File: config.mk
export PLATFORM = sky130hd
export DESIGN_NAME = wordle_guess_scorer
export DESIGN_NICKNAME = d
export VERILOG_FILES = /design/src/rtl/wordle_guess_scorer.sv
export SDC_FILE = /design/constraint.sdc
export NUM_CORES = 1
export LEC_CHECK = 0
export BUFFER_PORTS_ARGS = -buffer_cell sky130_fd_sc_hd__buf_2
export CAP_MARGIN = 20
export CORE_ASPECT_RATIO = 0.6
export CORE_MARGIN = 2
export CORE_UTILIZATION = 57
export CTS_CLUSTER_SIZE = 16
export DETAILED_ROUTE_END_ITERATION = 16
export PLACE_DENSITY_LB_ADDON = 0.05
export SKIP_CTS_REPAIR_TIMING = 1
export SYNTH_ARGS = -nofsm -noshare
export SYNTH_HDL_FRONTEND = slang
export SYNTH_SLANG_ARGS = --single-unit
File: constraint.sdc
create_clock -name Clk -period 3.4 [get_ports Clk]
set_clock_uncertainty 0.05 [all_clocks]
set_input_delay 0.51 -clock Clk [delete_from_list [all_inputs] [get_ports Clk]]
set_output_delay 0.51 -clock Clk [all_outputs]
set_load 0.01 [all_outputs]
File: src/rtl/wordle_guess_scorer.sv
// Scores a latched guess against a latched target: green pass, then a yellow/gray pass that
// consumes duplicate target letters. Result, Win, Busy and Done are all registered.
module wordle_guess_scorer #(
    parameter int unsigned NUM_LETTERS = 5,
    parameter int unsigned LETTER_W    = 8
) (
    input  logic                          Clk,
    input  logic                          reset,
    input  logic                          Start,
    input  logic [NUM_LETTERS*LETTER_W-1:0] guessWord,
    input  logic [NUM_LETTERS*LETTER_W-1:0] randomWord,
    output logic                          Busy,
    output logic                          Done,
    output logic [2*NUM_LETTERS-1:0]      Result,
    output logic                          Win
);

    localparam int unsigned WORD_W = NUM_LETTERS * LETTER_W;
    localparam int unsigned IDX_W  = (NUM_LETTERS > 1) ? $clog2(NUM_LETTERS) : 1;
    localparam logic [IDX_W-1:0] LAST_IDX = IDX_W'(NUM_LETTERS - 1);

    localparam logic [1:0] COL_GRAY   = 2'b00;
    localparam logic [1:0] COL_YELLOW = 2'b01;
    localparam logic [1:0] COL_GREEN  = 2'b10;

    typedef enum logic [1:0] {StIdle, StGreen, StYellow, StDone} state_e;

    state_e                   state_q, state_d;
    logic [WORD_W-1:0]        g_q, g_d;
    logic [WORD_W-1:0]        t_q, t_d;
    logic [IDX_W-1:0]         index_q, index_d;
    logic [NUM_LETTERS-1:0]   consumed_q, consumed_d;
    logic [1:0]               res_q [NUM_LETTERS];
    logic [1:0]               res_d [NUM_LETTERS];
    logic                     busy_q, busy_d;
    logic                     done_q, done_d;
    logic                     win_q, win_d;

    logic [LETTER_W-1:0]      g_let [NUM_LETTERS];
    logic [LETTER_W-1:0]      t_let [NUM_LETTERS];
    logic [LETTER_W-1:0]      cur_g;
    logic                     found;
    logic [IDX_W-1:0]         match_idx;
    logic                     all_green;

    // Letter 0 lives in the most significant byte of each word.
    always_comb begin
        for (int i = 0; i < NUM_LETTERS; i++) begin
            g_let[i] = g_q[(NUM_LETTERS - 1 - i) * LETTER_W +: LETTER_W];
            t_let[i] = t_q[(NUM_LETTERS - 1 - i) * LETTER_W +: LETTER_W];
        end
    end

    always_comb begin
        state_d    = state_q;
        g_d        = g_q;
        t_d        = t_q;
        index_d    = index_q;
        consumed_d = consumed_q;
        res_d      = res_q;
        busy_d     = busy_q;
        done_d     = 1'b0;
        win_d      = win_q;
        cur_g      = g_let[index_q];
        found      = 1'b0;
        match_idx  = '0;
        all_green  = 1'b1;

        unique case (state_q)
            StIdle: begin
                if (Start) begin
                    g_d        = guessWord;
                    t_d        = randomWord;
                    res_d      = '{default: COL_GRAY};
                    win_d      = 1'b0;
                    consumed_d = '0;
                    index_d    = '0;
                    busy_d     = 1'b1;
                    state_d    = StGreen;
                end
            end
            StGreen: begin
                if (cur_g == t_let[index_q] && cur_g != '0) begin
                    res_d[index_q]      = COL_GREEN;
                    consumed_d[index_q] = 1'b1;
                end
                if (index_q == LAST_IDX) begin
                    index_d = '0;
                    state_d = StYellow;
                end else begin
                    index_d = index_q + 1'b1;
                end
            end
            StYellow: begin
                if (res_q[index_q] != COL_GREEN && cur_g != '0) begin
                    // Lowest unconsumed matching target position wins.
                    for (int j = 0; j < NUM_LETTERS; j++) begin
                        if (!found && !consumed_q[j] && t_let[j] == cur_g) begin
                            found     = 1'b1;
                            match_idx = IDX_W'(j);
                        end
                    end
                    if (found) begin
                        res_d[index_q]        = COL_YELLOW;
                        consumed_d[match_idx] = 1'b1;
                    end
                end
                if (index_q == LAST_IDX) begin
                    for (int k = 0; k < NUM_LETTERS; k++) begin
                        if (res_d[k] != COL_GREEN) all_green = 1'b0;
                    end
                    win_d   = all_green;
                    busy_d  = 1'b0;
                    done_d  = 1'b1;
                    index_d = '0;
                    state_d = StDone;
                end else begin
                    index_d = index_q + 1'b1;
                end
            end
            StDone: begin
                state_d = StIdle;
            end
            default: begin
                state_d = StIdle;
            end
        endcase
    end

    always_ff @(posedge Clk) begin
        if (reset) begin
            state_q    <= StIdle;
            g_q        <= '0;
            t_q        <= '0;
            index_q    <= '0;
            consumed_q <= '0;
            res_q      <= '{default: COL_GRAY};
            busy_q     <= 1'b0;
            done_q     <= 1'b0;
            win_q      <= 1'b0;
        end else begin
            state_q    <= state_d;
            g_q        <= g_d;
            t_q        <= t_d;
            index_q    <= index_d;
            consumed_q <= consumed_d;
            res_q      <= res_d;
            busy_q     <= busy_d;
            done_q     <= done_d;
            win_q      <= win_d;
        end
    end

    always_comb begin
        for (int i = 0; i < NUM_LETTERS; i++) begin
            Result[2 * (NUM_LETTERS - 1 - i) +: 2] = res_q[i];
        end
    end

    assign Busy = busy_q;
    assign Done = done_q;
    assign Win  = win_q;

endmodule
======== Yosys cells after proc, flatten, opt, wreduce, memory -nomap -nowiden ========
Index checks and enable logic that the tools add are counted.
storage, ports and cells
  register bits ........................... 103
  word-level logic and storage cells ...... 154
  output and inout bits ................... 13
operators by class
  multiplexer cells ....................... 66
  bitwise logic cells ..................... 10
  reduce and logical (&&, ||, !) cells .... 36
  eq/ne operators ......................... 22
  order comparisons ....................... 6
  add/sub/neg operators ................... 1
operators with widths
  kind                                                                    number
  10-bit two-way mux                                                      5
  8-bit binary-select mux with 3-bit select                               2
  8-bit == test                                                           6
  8-bit two-way mux                                                       4
  10-bit one-hot mux with 3 select lines                                  1
  1-bit two-way mux                                                       28
  2-bit != test (second input constant)                                   12
  3-bit two-way mux                                                       7
  5-bit two-way mux                                                       4
  5-bit bitwise OR                                                        4
  5-bit one-hot mux with 3 select lines                                   1
  1-bit logical AND                                                       14
  2-bit two-way mux                                                       6
  5-bit bitwise AND                                                       2
  5-bit NOT                                                               2
  1-bit logical NOT                                                       9
  3-bit AND reduction                                                     3
  3-bit by 4-bit < comparator with 1-bit output (second input constant)   2
  2-bit one-hot mux with 4 select lines                                   1
  8-bit nonzero test                                                      1
  2-bit binary-select mux with 3-bit select                               1
  1-bit demux with 3-bit select                                           2
  2-bit demux with 3-bit select                                           1
  3-bit by 1-bit >= comparator with 1-bit output (second input constant)  2
  other kinds (16)                                                        21

======== Logic depth before layout (Yosys ltp) ========
Gate-level depths: netlist of run 1.
  depth after elaboration ................. 44
  depth in mapped cells ................... 13
  mapped depth without buffers ............ 9

======== Least setup slack after synthesis of run 1 ========
No wires, ideal clock.
  kind .................................... register to register
  start ................................... register index_q[1]
  end ..................................... register res_q (netlist bit Result[5])
  period minus slack after synthesis ...... 2.808 ns
  setup time .............................. 0.067 ns
  cell stages (with the launch flop) ...... 13
  buffers on the path ..................... 3
  path slack .............................. 0.592 ns
  arrival ................................. 2.691 ns
  required time ........................... 3.283 ns
  cells stage by stage .................... dfxtp_1 buf_6 buf_6 and4bb_1 nor2_1 nand2_4 xnor2_2 nor4_4 a31oi_4 or3_4 buf_6 or3_1 o21ai_2
between the ends
  cells in the longest elaborated chain, start to end .. 37
ends and longest elaborated chain
  what                                                   line  RTL
  start: declaration                                     31    logic [IDX_W-1:0] index_q, index_d;
  start signal: assignment                               145   index_q <= index_d;
  3-bit NOT with 4-bit output (not written as such) (*)  n/a
  8-bit binary-select mux with 3-bit select              64    cur_g = g_let[index_q];
  8-bit two-way mux (not written as such) (2 in a row)   64
  8-bit == test                                          98    if (!found && !consumed_q[j] && t_let[j] == cur_g) begin
  1-bit logical AND                                      98
  1-bit two-way mux                                      98
  1-bit two-way mux                                      95    if (res_q[index_q] != COL_GREEN && cur_g != '0) begin
  1-bit two-way mux                                      69    unique case (state_q)
  (+19 left out)                                         n/a
  1-bit logical AND (2 in a row)                         98
  1-bit two-way mux                                      98
  1-bit two-way mux                                      95
  1-bit two-way mux                                      69
  10-bit two-way mux                                     103   if (found) begin
  10-bit two-way mux                                     95
  10-bit two-way mux                                     69
  10-bit one-hot mux with 3 select lines                 69
  end signal: assignment                                 147   res_q <= res_d;
  end: declaration                                       33    logic [1:0] res_q [NUM_LETTERS];
Every way passes the cells marked *; elsewhere a longest branch is shown, timed or not. The select of a mux whose other input is x is not followed.
A chain may end at the register's enable or synchronous reset.

======== Worst setup path in the final report of run 1 ========
Same ends and word-level chain as after synthesis.

==> metrics.txt, run 1 <==
# TYPE chip_impl_metric gauge
chip_impl_metric{name="hold_viol_final",unit=""} 0
chip_impl_metric{name="power_density",unit="nW/um2"} 775.3
chip_impl_metric{name="power.static_leakage",unit="nW"} 2.744
chip_impl_metric{name="worst-path-buf-inv",unit=""} 2
chip_impl_metric{name="remaining_antenna_violation_count",unit=""} 0
chip_impl_info{name="timing.critical_path.to_type",value="flip-flop"} 1
chip_impl_metric{name="finalCritPeriodShare",unit="%"} 95.24
chip_impl_metric{name="detail_route.wl_per_cell",unit="um"} 18.33
chip_impl_metric{name="post_layout_nonfiller_instances",unit=""} 980
chip_impl_metric{name="design.die.area",unit="um2"} 11110
chip_impl_metric{name="fin_nets",unit=""} 930
chip_impl_metric{name="wl_met3",unit="mm"} 1.772
chip_impl_metric{name="timing_max_transition_violations_final",unit=""} 0
chip_impl_metric{name="syn_area_per_cell",unit="um2"} 7.715
chip_impl_metric{name="route.vias.total",unit=""} 5882
chip_impl_info{name="synthMostInstantiatedCell",value="nand2_1"} 1
chip_impl_info{name="critical-path-slowest-cell",value="dfxtp_2"} 1
chip_impl_metric{name="met2_wl_post_dr",unit="mm"} 7.308
chip_impl_metric{name="clk_path_buf_depth",unit=""} 2
chip_impl_metric{name="numCtsBuffers",unit=""} 9
chip_impl_metric{name="rows",unit=""} 28
chip_impl_metric{name="placed_cells",unit=""} 965
chip_impl_metric{name="synthDominantCellAreaShare",unit="%"} 35.26
chip_impl_metric{name="grt_max_degree",unit=""} 62
chip_impl_metric{name="ys_types",unit=""} 77
chip_impl_metric{name="grtUsageTotal",unit="%"} 32.30
chip_impl_metric{name="drt_first_iter_violations",unit=""} 612
chip_impl_metric{name="timing.slew.headroom",unit="%"} 41.57
chip_impl_metric{name="core_area",unit="um2"} 9915
chip_impl_metric{name="grt_antenna_before_repair",unit=""} 0
chip_impl_metric{name="synth-seq-cells",unit=""} 103
chip_impl_metric{name="insertion_delay",unit="ns"} 0.34
chip_impl_metric{name="finalCoreUtilization",unit="%"} 68.16
chip_impl_metric{name="setup_tns_final",unit="ns"} 0
chip_impl_info{name="root_buffer_master",value="clkbuf_16"} 1
chip_impl_info{name="highest-signal-layer",value="met4"} 1
chip_impl_metric{name="portBuffers",unit=""} 95
chip_impl_metric{name="dp_slack",unit="ns"} 0.1007
chip_impl_info{name="hold_path_class",value="in2reg"} 1
chip_impl_info{name="synth_top_cells_by_count",value="nand2_1 (192), a21oi_1 (121), dfxtp_1 (103), clkbuf_1 (30), nor2_1 (29)"} 1
chip_impl_metric{name="pin_count",unit=""} 96
chip_impl_info{name="critPathTopFamily",value="compound AO/OA/AOI/OAI gates"} 1
chip_impl_metric{name="whs",unit="ns"} 0.3432
chip_impl_metric{name="worst_setup_slack_for_register_to_register_paths",unit="ns"} 0.16
chip_impl_info{name="postSynth.topFlopCell",value="dfxtp_1"} 1
chip_impl_metric{name="synth.yosys.seq_area_share",unit="%"} 35.26
chip_impl_metric{name="yosysWarningCount",unit=""} 0
chip_impl_info{name="outcome",value="completed"} 1
chip_impl_metric{name="max_clock_freq",unit="GHz"} 0.3088
chip_impl_metric{name="synth_edf_count",unit=""} 0
chip_impl_metric{name="ys_async_sr_fraction",unit="%"} 0
chip_impl_info{name="rsz_0062_raised_after_global_routing",value="false"} 1
chip_impl_metric{name="routed_vias_inst",unit=""} 6.002
chip_impl_metric{name="insertedDiodeCount",unit=""} 0
chip_impl_info{name="crit_top_cell",value="buf_4"} 1
chip_impl_metric{name="floorplan.initialDensity",unit="%"} 58.99
chip_impl_info{name="netlist_top_cells_area",value="dfxtp_1 (35%), nand2_1 (12%), a21oi_1 (10%)"} 1
chip_impl_metric{name="areaGrowthSynthToFinish",unit="%"} 15.55
chip_impl_metric{name="number_of_max_capacitance_violations_reported",unit=""} 0
chip_impl_metric{name="worst-endpoint-arrival",unit="ns"} 3.47
chip_impl_metric{name="detail_route.wirelength.met1",unit="mm"} 8.746
chip_impl_metric{name="peakVddDrop",unit="V"} 0.0004695
chip_impl_metric{name="setup-violations-final",unit=""} 0
chip_impl_metric{name="critPathMaxStageDelay",unit="ns"} 0.49
chip_impl_metric{name="cts.reportedPaths.clkPinSlew",unit="ns"} 0.07
chip_impl_metric{name="post-dp-hpwl",unit="mm"} 13.57
chip_impl_metric{name="remaining_drc_errors",unit=""} 0
chip_impl_metric{name="synthesis.instances",unit=""} 758
chip_impl_metric{name="required",unit="ns"} 3.63
chip_impl_metric{name="place_congestion",unit=""} 1.039
chip_impl_metric{name="cts.sinks",unit=""} 103
chip_impl_metric{name="final_critical_delay_including_setup_and_external_delays",unit="ns"} 3.238
chip_impl_metric{name="global_route_wire_length_before_repair",unit="mm"} 27.30
chip_impl_metric{name="global_route.overflow_total",unit=""} 0
chip_impl_metric{name="detailedRoute.firstPassIterationCount",unit=""} 5
chip_impl_metric{name="slew_of_the_pin_with_the_lowest_slew_margin",unit="ns"} 0.8764
chip_impl_metric{name="crit_path_max_fanout",unit=""} 19
chip_impl_metric{name="syn-cell-area",unit="um2"} 5848
chip_impl_metric{name="die_y",unit="um"} 82.46
chip_impl_metric{name="fin_ws",unit="ns"} 0.1619
chip_impl_info{name="cts_tree",value="yes"} 1
chip_impl_metric{name="post_route_cells_drive_above_1_share",unit="%"} 20.95
chip_impl_info{name="critical_path.cell_chain",value="buf_4 > buf_4 > mux2i_1 > a211oi_1 > a21oi_1 > xnor2_1 > nor3_2 > a31oi_4 > or3_4 > o31a_4 > o21ai_2"} 1
chip_impl_metric{name="h_tree_lvls",unit=""} 3
chip_impl_metric{name="postSynthNetCount",unit=""} 847
chip_impl_info{name="post-synth-top-area-cell",value="dfxtp_1"} 1
chip_impl_metric{name="fillCellCount",unit=""} 873
chip_impl_info{name="cp-start-kind",value="flip-flop"} 1
chip_impl_metric{name="die_width",unit="um"} 134.8
chip_impl_info{name="critical_path_class",value="reg2reg"} 1
chip_impl_metric{name="via_count_of_the_first_global_routing_pass",unit=""} 5070
chip_impl_metric{name="detail_route.wirelength",unit="mm"} 17.96
[sequential cells by signal, indices dropped and copies added (netlist names)]
signal      flops
g_let          40
t_let          40
Result         10
consumed_q      5
index_q         3
state_q         2
Busy            1
Done            1
Win             1
[metrics by stage]
step	area (um2)	power, mW
floorplan	5848	3.415
global placement	6432	4.039
detailed placement	6432	4.084
CTS	6736	5.154
global route	6758	5.533
finish	6758	5.239
[metal layers]
metal / track usage, % / vias up
met1: 48.32 / 2730
met3: 6.654 / 21
met5: 0 / -
met2: 48.12 / 300
li1: - / 2831
met4: 6.000 / 0
[cell type report]
cell class                 count  area (um2)  share of cell area, %
inverter                      14       52.55                 0.7776
clock inverter                 6       78.83                  1.166
tap                          135       168.9                  2.500
multi-input combinational    593        3493                  51.69
timing repair buffer         120       675.6                  9.998
sequential                   103        2063                  30.53
clock buffer                   9       225.2                  3.333
[power by group]
part           internal, mW  total, mW  switching [mW]
Sequential             1.41       1.64           0.224
Combinational         0.999       2.54            1.54
Clock                 0.583       1.06           0.481
Total                  3.00       5.24            2.24
[worst reg2reg max path, stage by stage (launching register included)]
cell and delay [ns]:
dfxtp_2 0.49, buf_4 0.20, buf_4 0.27, mux2i_1 0.12, a211oi_1 0.46, a21oi_1 0.11, xnor2_1 0.16, nor3_2 0.25
a31oi_4 0.16, or3_4 0.43, o31a_4 0.34, o21ai_2 0.13
[cells by family after synthesis]
family,share of synthesized area [%]
flip-flops,35.26
buffers and inverters,5.434
adder cells (fa/ha/maj),1.284
XOR/XNOR,2.824
AO/OA/AOI/OAI,22.74
multiplexers,5.434
AND/OR/NAND/NOR,27.02
[placed cells by master (no fill, tap or decap), types with 4 or more instances in the layout]
master / instances
o22ai_1: 8
o2bb2ai_1: 7
dfxtp_1: 102
and2_1: 4
o21ai_2: 5
a21oi_1: 120
xor2_1: 4
ha_1: 6
a211oi_1: 4
a22oi_1: 8
and3_1: 11
inv_1: 12
nor3_1: 9
buf_2: 95
mux2i_1: 22
clkbuf_16: 9
o21ai_0: 25
o21ai_1: 8
nor2_1: 27
nand3b_1: 4
a21o_1: 4
nand3_1: 11
or3_1: 16
nand2_1: 191
buf_4: 24
mux2_2: 4
nor4b_1: 7
nor4_1: 4
nand4_1: 6
xnor2_1: 13
[path summary, 6_finish.rpt]
| check | from | end | cells past startpoint |
|---|---|---|---|
| setup / recovery | index_q[1]$_SDFFE_PP0P_ | Result[5]$_SDFFE_PP0P_ | 11 |
| hold reg to reg | g_let[33]$_SDFFE_PP0P_ | g_let[33]$_SDFFE_PP0P_ | 2 |
| hold / removal | guessWord[25] | g_let[25]$_SDFFE_PP0P_ | 3 |
| setup reg to reg | index_q[1]$_SDFFE_PP0P_ | Result[5]$_SDFFE_PP0P_ | 11 |
Note: power is estimated with default switching activity, not from simulation.
==> run 2, diff against run 1 <==
- REMOVE_ABC_BUFFERS: unset -> 1
- SETUP_SLACK_MARGIN: unset -> 0.02
==> run 2 against run 1 <==
Net effect:
- first-iteration DRC count is 8.7% higher
- via count is 1.3% lower
- register-to-register slack hardly changed
- sequential share of layout area is 0.18 points lower
- core utilization is 0.44 points higher
==> metrics.txt, run 2 (synthesis results as in run 1) <==
# TYPE chip_impl_metric gauge
chip_impl_metric{name="hold_viol_final",unit=""} 0
chip_impl_metric{name="post-dp-hpwl",unit="mm"} 13.02
chip_impl_metric{name="rows",unit=""} 28
chip_impl_metric{name="detail_route.wirelength",unit="mm"} 17.20
chip_impl_metric{name="fin_ws",unit="ns"} 0.1751
chip_impl_metric{name="cts.reportedPaths.clkPinSlew",unit="ns"} 0.07
chip_impl_metric{name="floorplan.initialDensity",unit="%"} 58.99
chip_impl_info{name="final_cell_mix",value="nand2_1 (191), a21oi_1 (121), dfxtp_1 (101), buf_2 (95), nor2_1 (26)"} 1
chip_impl_metric{name="grtUsageTotal",unit="%"} 31.48
chip_impl_metric{name="slew_of_the_pin_with_the_lowest_slew_margin",unit="ns"} 0.6194
chip_impl_metric{name="global_route.overflow_total",unit=""} 0
chip_impl_metric{name="areaGrowthSynthToFinish",unit="%"} 16.30
chip_impl_metric{name="fin_nets",unit=""} 932
chip_impl_metric{name="worst-endpoint-arrival",unit="ns"} 3.44
chip_impl_metric{name="die_width",unit="um"} 134.8
chip_impl_metric{name="place_congestion",unit=""} 1.008
chip_impl_metric{name="timing_max_transition_violations_final",unit=""} 0
chip_impl_metric{name="max_clock_freq",unit="GHz"} 0.3101
chip_impl_metric{name="timing.slew.headroom",unit="%"} 58.71
chip_impl_metric{name="dp_slack",unit="ns"} 0.08962
chip_impl_metric{name="insertedDiodeCount",unit=""} 0
chip_impl_metric{name="drt_first_iter_violations",unit=""} 665
chip_impl_metric{name="via_count_of_the_first_global_routing_pass",unit=""} 5182
chip_impl_metric{name="insertion_delay",unit="ns"} 0.35
chip_impl_metric{name="power_density",unit="nW/um2"} 766.9
chip_impl_metric{name="core_area",unit="um2"} 9915
chip_impl_metric{name="route.vias.total",unit=""} 5803
chip_impl_metric{name="power.static_leakage",unit="nW"} 2.757
chip_impl_info{name="cp-start-kind",value="flip-flop"} 1
chip_impl_info{name="critical-path-slowest-cell",value="nor3_1"} 1
chip_impl_metric{name="routed_vias_inst",unit=""} 5.903
chip_impl_metric{name="remaining_antenna_violation_count",unit=""} 0
chip_impl_info{name="crit_top_cell",value="buf_4"} 1
chip_impl_metric{name="crit_path_max_fanout",unit=""} 25
chip_impl_metric{name="numCtsBuffers",unit=""} 9
chip_impl_metric{name="number_of_max_capacitance_violations_reported",unit=""} 0
chip_impl_info{name="timing.critical_path.to_type",value="flip-flop"} 1
chip_impl_info{name="critical_path.cell_chain",value="buf_4 > nor2b_1 > buf_4 > a221oi_4 > buf_4 > xnor2_1 > nor3_1 > nand4_1 > and2_1 > a21boi_2 > nand2_1 > o2bb2ai_1"} 1
chip_impl_metric{name="global_route_wire_length_before_repair",unit="mm"} 27.00
chip_impl_metric{name="cts.sinks",unit=""} 103
chip_impl_metric{name="setup-violations-final",unit=""} 0
chip_impl_info{name="layout.cells.most_common",value="nand2_1"} 1
chip_impl_info{name="root_buffer_master",value="clkbuf_16"} 1
chip_impl_info{name="cts_tree",value="yes"} 1
chip_impl_metric{name="finalCritPeriodShare",unit="%"} 94.85
chip_impl_metric{name="pin_count",unit=""} 96
chip_impl_info{name="rsz_0062_raised_after_global_routing",value="false"} 1
chip_impl_metric{name="required",unit="ns"} 3.62
chip_impl_metric{name="h_tree_lvls",unit=""} 3
chip_impl_metric{name="final_critical_delay_including_setup_and_external_delays",unit="ns"} 3.225
chip_impl_metric{name="die_y",unit="um"} 82.46
chip_impl_metric{name="total_power",unit="mW"} 5.216
chip_impl_metric{name="remaining_drc_errors",unit=""} 0
chip_impl_metric{name="design.die.area",unit="um2"} 11110
chip_impl_metric{name="grt_max_degree",unit=""} 55
chip_impl_metric{name="peakVddDrop",unit="V"} 0.0004924
chip_impl_metric{name="critPathMaxStageDelay",unit="ns"} 0.35
chip_impl_metric{name="clk_path_buf_depth",unit=""} 2
chip_impl_metric{name="detailedRoute.firstPassIterationCount",unit=""} 6
chip_impl_info{name="hold_path_class",value="in2reg"} 1
chip_impl_metric{name="detail_route.wl_per_cell",unit="um"} 17.49
chip_impl_metric{name="grt_antenna_before_repair",unit=""} 1
chip_impl_info{name="critical_path_class",value="reg2reg"} 1
chip_impl_metric{name="post_route_cells_drive_above_1_share",unit="%"} 21.58
chip_impl_metric{name="portBuffers",unit=""} 95
chip_impl_info{name="outcome",value="completed"} 1
[run 2: metal layers]
metal	global-route usage [%]	vias to the layer above	routed length [um]
met1	46.74	2683	8519
met4	8.105	2	232
li1	-	2834	-
met2	45.18	260	6893
met3	7.814	24	1545
met5	0	-	7
[run 2: stage by stage]
stage	instances	instance area, um2	util [%]	setup TNS, ns	hold WS (ns)
final	983	6802	68.60	0	0.3398
after global routing	983	6802	68.60	0	0.3480
after CTS	980	6733	67.91	0	0.3355
after detailed placement	964	6450	65.06	0	0.3942
after global placement	964	6450	65.06	0	0.3851
after floorplan	710	5583	-	-3.773	0.3752
[run 2: layout make-up]
class	count	area, um2
tap	135	168.9
fill	840	3113
inverter	14	52.55
multi-input combinational	593	3517
sequential	103	2064
clock inverter	6	43.79
timing repair buffer	122	715.7
clock buffer	10	239.0
[run 2: worst max-delay path, delay by kind of cell (launching register included)]
kind,cells,cell delay [ns]
compound gates,3,0.69
xor+xnor,1,0.07
buf+inv,3,0.69
flops,1,0.33
simple gates,5,1.31
[run 2: path summary, 6_finish.rpt]
check | cells after the start | start | slack, ns | end
max reg2reg | 12 | index_q[2]$_SDFFE_PP0P_ | 0.18 | Result[6]$_SDFFE_PP0P_
max | 12 | index_q[2]$_SDFFE_PP0P_ | 0.18 | Result[6]$_SDFFE_PP0P_
min | 3 | guessWord[4] | 0.34 | g_let[4]$_SDFFE_PP0P_
min reg2reg | 2 | g_let[0]$_SDFFE_PP0P_ | 0.40 | g_let[0]$_SDFFE_PP0P_
[run 2: power breakdown]
group	internal (mW)	leakage, nW	switching [mW]
Sequential	1.42	0.844	0.206
Combinational	1.02	1.77	1.59
Clock	0.520	0.139	0.462
Total	2.96	2.76	2.26
